## config.mk

```make
export PLATFORM = sky130hd
export DESIGN_NAME = cube_point_scanner
export DESIGN_NICKNAME = d
export VERILOG_FILES = /design/src/rtl/cube_point_scanner_pkg.sv /design/src/rtl/cube_point_scanner_ram.sv /design/src/rtl/cube_point_scanner.sv
export SDC_FILE = /design/constraint.sdc
export NUM_CORES = 2
export LEC_CHECK = 0
export CAP_MARGIN = 40
export CORE_ASPECT_RATIO = 0.75
export CORE_MARGIN = 3
export CORE_UTILIZATION = 50
export DETAILED_ROUTE_END_ITERATION = 8
export GPL_TIMING_DRIVEN = 0
export PLACE_DENSITY = 0.65
export SYNTH_ARGS = -nofsm -noshare
export SYNTH_HDL_FRONTEND = slang
export SYNTH_SLANG_ARGS = --single-unit
```

## constraint.sdc

```tcl
create_clock -name clock -period 5.2 [get_ports clock]
set_input_delay 1.04 -clock clock [delete_from_list [all_inputs] [get_ports clock]]
set_output_delay 1.04 -clock clock [all_outputs]
set_load 0.02 [all_outputs]
```

## src/rtl/cube_point_scanner_pkg.sv

```systemverilog
// rtl/cube_point_scanner_pkg.sv - shared point type and scan-state encoding
package cube_point_scanner_pkg;

  localparam int DEF_ROW_W = 4;
  localparam int DEF_COL_W = 4;

  typedef logic [DEF_ROW_W+DEF_COL_W-1:0] point_t;

  typedef enum logic [1:0] {
    ST_IDLE,
    ST_FETCH,
    ST_SHOW,
    ST_BLANK
  } scan_state_t;

endpackage

```

## src/rtl/cube_point_scanner_ram.sv

```systemverilog
// rtl/cube_point_scanner_ram.sv - dual-bank point store, bank select is the address MSB
module point_bank_ram
  import cube_point_scanner_pkg::*;
#(
  parameter int PW = 8,
  parameter int AW = 8
) (
  input  logic          clock,
  input  logic          wr_en,
  input  logic [AW:0]   wr_addr,
  input  logic [PW-1:0] wr_data,
  input  logic          rd_en,
  input  logic [AW:0]   rd_addr,
  output logic [PW-1:0] rd_data
);

  logic [PW-1:0] mem [2**(AW+1)];

  always_ff @(posedge clock) begin
    if (wr_en) mem[wr_addr] <= wr_data;
    if (rd_en) rd_data <= mem[rd_addr];
  end

endmodule

```

## src/rtl/cube_point_scanner.sv

```systemverilog
// rtl/cube_point_scanner.sv - double-buffered point list scanned onto one-hot row/col lines
module cube_point_scanner
  import cube_point_scanner_pkg::*;
#(
  parameter int ROW_W      = 4,
  parameter int COL_W      = 4,
  parameter int MAX_POINTS = 256,
  parameter int DWELL      = 4,
  parameter int BLANK      = 1
) (
  input  logic                     clock,
  input  logic                     reset,
  input  logic                     enable,
  input  logic                     wr_valid,
  output logic                     wr_ready,
  input  logic [ROW_W+COL_W-1:0]   wr_point,
  input  logic                     wr_last,
  output logic [(1<<ROW_W)-1:0]    row,
  output logic [(1<<COL_W)-1:0]    col,
  output logic                     scan_done,
  output logic                     frame_swapped
);

  localparam int PW    = ROW_W + COL_W;
  localparam int AW    = $clog2(MAX_POINTS);
  localparam int CW    = AW + 1;
  localparam int N_ROW = 1 << ROW_W;
  localparam int N_COL = 1 << COL_W;

  logic          wr_bank;
  logic          pending;
  logic [AW-1:0] wr_addr;
  logic [CW-1:0] count0, count1;
  logic [CW-1:0] disp_count, new_count, disp_count_next;

  scan_state_t   state, state_n;
  logic [15:0]   phase, phase_n;
  logic [AW-1:0] idx, idx_n;
  logic [PW-1:0] rd_data;

  logic accept, close, point_end, pass_end, swap;
  logic last_show, last_blank;

  assign wr_ready = ~pending;
  assign accept   = wr_valid & ~pending;
  assign close    = accept & (wr_last | (wr_addr == AW'(MAX_POINTS - 1)));

  // Display bank is always the complement of the write bank.
  assign disp_count      = wr_bank ? count0 : count1;
  assign new_count       = wr_bank ? count1 : count0;
  assign disp_count_next = swap ? new_count : disp_count;

  assign last_show  = (state == ST_SHOW)  && (phase == 16'(DWELL - 1));
  assign last_blank = (state == ST_BLANK) && (phase == 16'(BLANK - 1));
  assign point_end  = enable & ((BLANK == 0) ? last_show : last_blank);
  assign pass_end   = point_end & ({1'b0, idx} == disp_count - CW'(1));
  assign swap       = pending & (pass_end | (state == ST_IDLE));

  assign scan_done     = pass_end;
  assign frame_swapped = swap;

  always_ff @(posedge clock or posedge reset) begin
    if (reset) begin
      wr_bank <= 1'b0;
      pending <= 1'b0;
      wr_addr <= '0;
      count0  <= '0;
      count1  <= '0;
    end else begin
      if (swap) begin
        wr_bank <= ~wr_bank;
        pending <= 1'b0;
      end
      if (accept) begin
        if (close) begin
          wr_addr <= '0;
          pending <= 1'b1;
          if (wr_bank) count1 <= {1'b0, wr_addr} + CW'(1);
          else         count0 <= {1'b0, wr_addr} + CW'(1);
        end else begin
          wr_addr <= wr_addr + AW'(1);
        end
      end
    end
  end

  always_ff @(posedge clock or posedge reset) begin
    if (reset) begin
      state <= ST_IDLE;
      phase <= '0;
      idx   <= '0;
    end else begin
      state <= state_n;
      phase <= phase_n;
      idx   <= idx_n;
    end
  end

  always_comb begin
    state_n = state;
    phase_n = phase;
    idx_n   = idx;
    if (!enable) begin
      state_n = ST_IDLE;
      phase_n = '0;
      idx_n   = '0;
    end else begin
      unique case (state)
        ST_IDLE: begin
          idx_n   = '0;
          phase_n = '0;
          if (disp_count_next != '0) state_n = ST_FETCH;
        end
        ST_FETCH: begin
          state_n = ST_SHOW;
          phase_n = '0;
        end
        ST_SHOW: begin
          if (phase == 16'(DWELL - 1)) begin
            state_n = ST_BLANK;
            phase_n = '0;
          end else begin
            phase_n = phase + 16'd1;
          end
        end
        ST_BLANK: phase_n = phase + 16'd1;
        default:  state_n = ST_IDLE;
      endcase
      // End of a point's period overrides the per-state stepping above.
      if (point_end) begin
        phase_n = '0;
        if (pass_end) begin
          idx_n   = '0;
          state_n = (disp_count_next != '0) ? ST_FETCH : ST_IDLE;
        end else begin
          idx_n   = idx + AW'(1);
          state_n = ST_FETCH;
        end
      end
    end
  end

  point_bank_ram #(
    .PW (PW),
    .AW (AW)
  ) u_ram (
    .clock   (clock),
    .wr_en   (accept),
    .wr_addr ({wr_bank, wr_addr}),
    .wr_data (wr_point),
    .rd_en   (state == ST_FETCH),
    .rd_addr ({~wr_bank, idx}),
    .rd_data (rd_data)
  );

  assign row = (state == ST_SHOW) ? (N_ROW'(1) << rd_data[PW-1:COL_W]) : '0;
  assign col = (state == ST_SHOW) ? (N_COL'(1) << rd_data[COL_W-1:0]) : '0;

endmodule
```

==> run metrics <==
area growth from synthesis to layout 14.0%; sequential area share after synthesis 0.774; Data arrival, critical path 6.11 ns; PortBufs 47; Die X 661 um; power after layout 69.3 mW; final setup violation count 4; cell area after layout 0.183 mm2; P_leak 55.0 nW; post-synthesis register bit count 4158; Hold Path Class input pin to asynchronous set/reset pin; GR Layer Usage met2 0.398; Post-synth ARST share 0.0130; CP Buf/Inv Count 6; fin. max-slew vios 0; Max Clk Rate 184 MHz; Final Hold Fails 0; Cell variety after synth 67; Top Ports 48; Syn Nets 7807; vias in the first global route 82700; Clk pwr share 0.406; hold_ws 0.464 ns; crit path max-delay cell type a21oi_1; Root Driver clkbuf_16; Cell Rows 179; WL final 490000 um; largest net degree at the start of global routing 153; die area 0.329 mm2; TritonCTS clock tree yes; Comb pwr share 0.059; clock skew 0.0359 ns; Reg clk slew, reported paths 0.06 ns; failing checks setup timing; placed cells 12300; Tightest Pin Transition 1.01 ns; CP startpoint kind register; Seq pwr share 0.535; vias per cell 6.67; die span in y 497 um; CTS Sinks 4158; Cell Int Power 54.2 mW; drt pass-1 iters 6; status finished, violations left; Clock Latency Late Sink 0.93 ns; Final min period 5.44 ns; GRT Max-Usage Layer met1; H-Tree Depth 5; initial antenna violation count 44; grt ovf 0; pwr dens 378 mW/mm2; slowest stage delay, CP 0.62 ns; drc violations 0; Initial Util 0.505; GRT Overall Usage 0.296; period utilization 1.05; worst setup path category register to register; worst-case clock buffer depth 4; Setup crit end kind register; VDD IR max 0.000271 V; maxcap violations 0; fillers 22900; met1 Usage GRT 0.437; final core utilization 0.576; TritonCTS buffer count 379; crit-path max FO 10; Sw Ratio 0.218; final setup margin -0.245 ns; Syn Area/Cell 20.7 um2; post-route ant nets 0; Yosys warning total 0; critical path's top delay family buffers and inverters; first-pass GRT wire length 668000 um; synthesized area 0.161 mm2; gpl congestion 0.996; core area 0.319 mm2; DRT iter0 DRCs 14400; P_sw 15.1 mW; DR vias 87100; synthesized instance count 7781; EDFF count, synth 4104; routed len/inst 37.5 um; hold buffers post-CTS 0; Top FF cell, synth edfxtp_1; WP data required 5.87 ns; RSZ-0062 raised after global routing no; Post-Layout Cell Count 13100; layout cells sized above 1 0.222; met3 usage 0.116; DP HPWL 347000 um; Final nets 8514; worst-case headroom to the max-slew limit 0.306; placed instance area 0.171 mm2; worst-path cell chain buf_2 -> buf_1 -> buf_8 -> clkbuf_1 -> clkbuf_1 -> buf_8 -> mux4_2 -> a22oi_1 -> o2111ai_1 -> a21oi_1 -> a31oi_2 -> o211a_1
==> path summary, 6_finish.rpt <==
path / from / to / slack (ns) / depth (start not counted)
worst min-delay path: reset / phase[3] / 0.46 / 2
worst min register to register: phase[0] / phase[0] / 0.51 / 1
max in group asynchronous: reset / idx[5] / 4.16 / 3
worst max register to register: idx[1] / u_ram.rd_data[7] / -0.24 / 12
min in group clock: phase[0] / phase[0] / 0.51 / 1
worst max-delay path: idx[1] / u_ram.rd_data[7] / -0.24 / 12
==> cells by family after synthesis <==
family	synth area share
simple gates	0.0262
flops	0.774
mux	0.143
buf+inv	0.0132
xor+xnor	0.00191
compound gates	0.0401
fa+ha+maj	0.00101
==> per-layer routing <==
layer / share of wire / wire length, um
met1: 0.38 / 188000
met2: 0.42 / 204000
met3: 0.16 / 76500
met4: 0.043 / 21000
met5: 0.00038 / 185
==> registers in the layout (all words and copies together), names as in the netlist, 2 cells and up <==
name           count
u_ram.rd_data      8
u_ram.mem       4096
idx                8
wr_addr            8
phase             16
count0             9
state              2
count1             9
==> Yosys cell counts (all sizes together), types with 3 or more instances <==
cell,count,share of area
xnor2,19,0.0010
a31oi,19,0.00074
o211ai,43,0.0020
a31o,8,0.00044
a22o,64,0.0035
nor2,617,0.014
a221oi,74,0.0040
mux4,880,0.12
nand4,14,0.00054
a211oi,54,0.0025
dfrtp,54,0.0084
a22oi,329,0.015
a21oi,123,0.0038
or3,3,0.00015
nand3,96,0.0030
o2111ai,16,0.00087
mux2i,315,0.020
and3,9,0.00035
xor2,16,0.00087
edfxtp,4104,0.77
buf,193,0.0056
nand2b,14,0.00054
inv,16,0.00037
a41o,8,0.00050
and2,11,0.00043
nor2b,46,0.0018
a221o,10,0.00062
nor3,27,0.00084
nand3b,5,0.00023
o211a,9,0.00056
mux2,7,0.00049
nand2,92,0.0021
ha,13,0.0010
and3b,5,0.00027
clkbuf,310,0.0072
or3b,4,0.00023
a211o,8,0.00044
o2111a,7,0.00049
o21ai,76,0.0024
o31ai,9,0.00042
nor3b,5,0.00023
a2111oi,16,0.00087
or2,4,0.00016
nor4,14,0.00064
==> stage by stage <==
stage          setup TNS [ns]  worst slack (ns)
5_1_grt                     0           0.00700
2_1_floorplan               0             0.640
3_3_place_gp                -            -13.28
4_1_cts                     0           0.00578
3_5_place_dp            -5.80             -1.09
6_report               -0.401            -0.245
==> final cells by class <==
type                    count  area (um2)  share of cell area
diodes                     19        47.5            0.000259
plain buffers             500        2220              0.0121
clock buffers             448        9930              0.0542
clock inverters           233        2350              0.0128
inverters                  16        60.1            0.000327
multi-input cells        3104       34400               0.187
flip-flops and latches   4158      125000               0.679
well taps                4253        5320              0.0290
repair buffers            329        4540              0.0247
==> layout by cell type (no fill, tap or decap), types with 54 or more instances in the layout <==
cell	n
edfxtp_1	4104
mux4_2	880
nor2_1	616
clkbuf_16	388
a22oi_1	329
clkbuf_1	315
mux2i_1	313
a21oi_1	115
buf_2	115
nand3_1	95
clkinv_1	93
buf_8	93
nand2_1	92
o21ai_0	76
buf_4	73
a221oi_1	73
buf_6	68
a22o_1	64
clkinv_2	62
buf_1	55
clkbuf_2	54
dfrtp_1	54
==> power by group through the flow <==
stage | Sequential, mW | Clock [mW] | Combinational, mW
after detailed placement | 37.8 | 0 | 3.88
after floorplan | 37.8 | 0 | 1.92
final | 37.1 | 28.2 | 4.06
after global routing | 37.1 | 29.7 | 4.20
after CTS | 37.1 | 28.3 | 3.93
after global placement | 38.6 | 0 | 3.60
==> what timing repair did <==
action,4_1_cts,5_1_grt
buffers inserted,2,5
resized for setup,46,31
pin swaps,2,2
endpoints found under the setup margin,10,10
No activity file was read; power rests on OpenSTA's default activity.
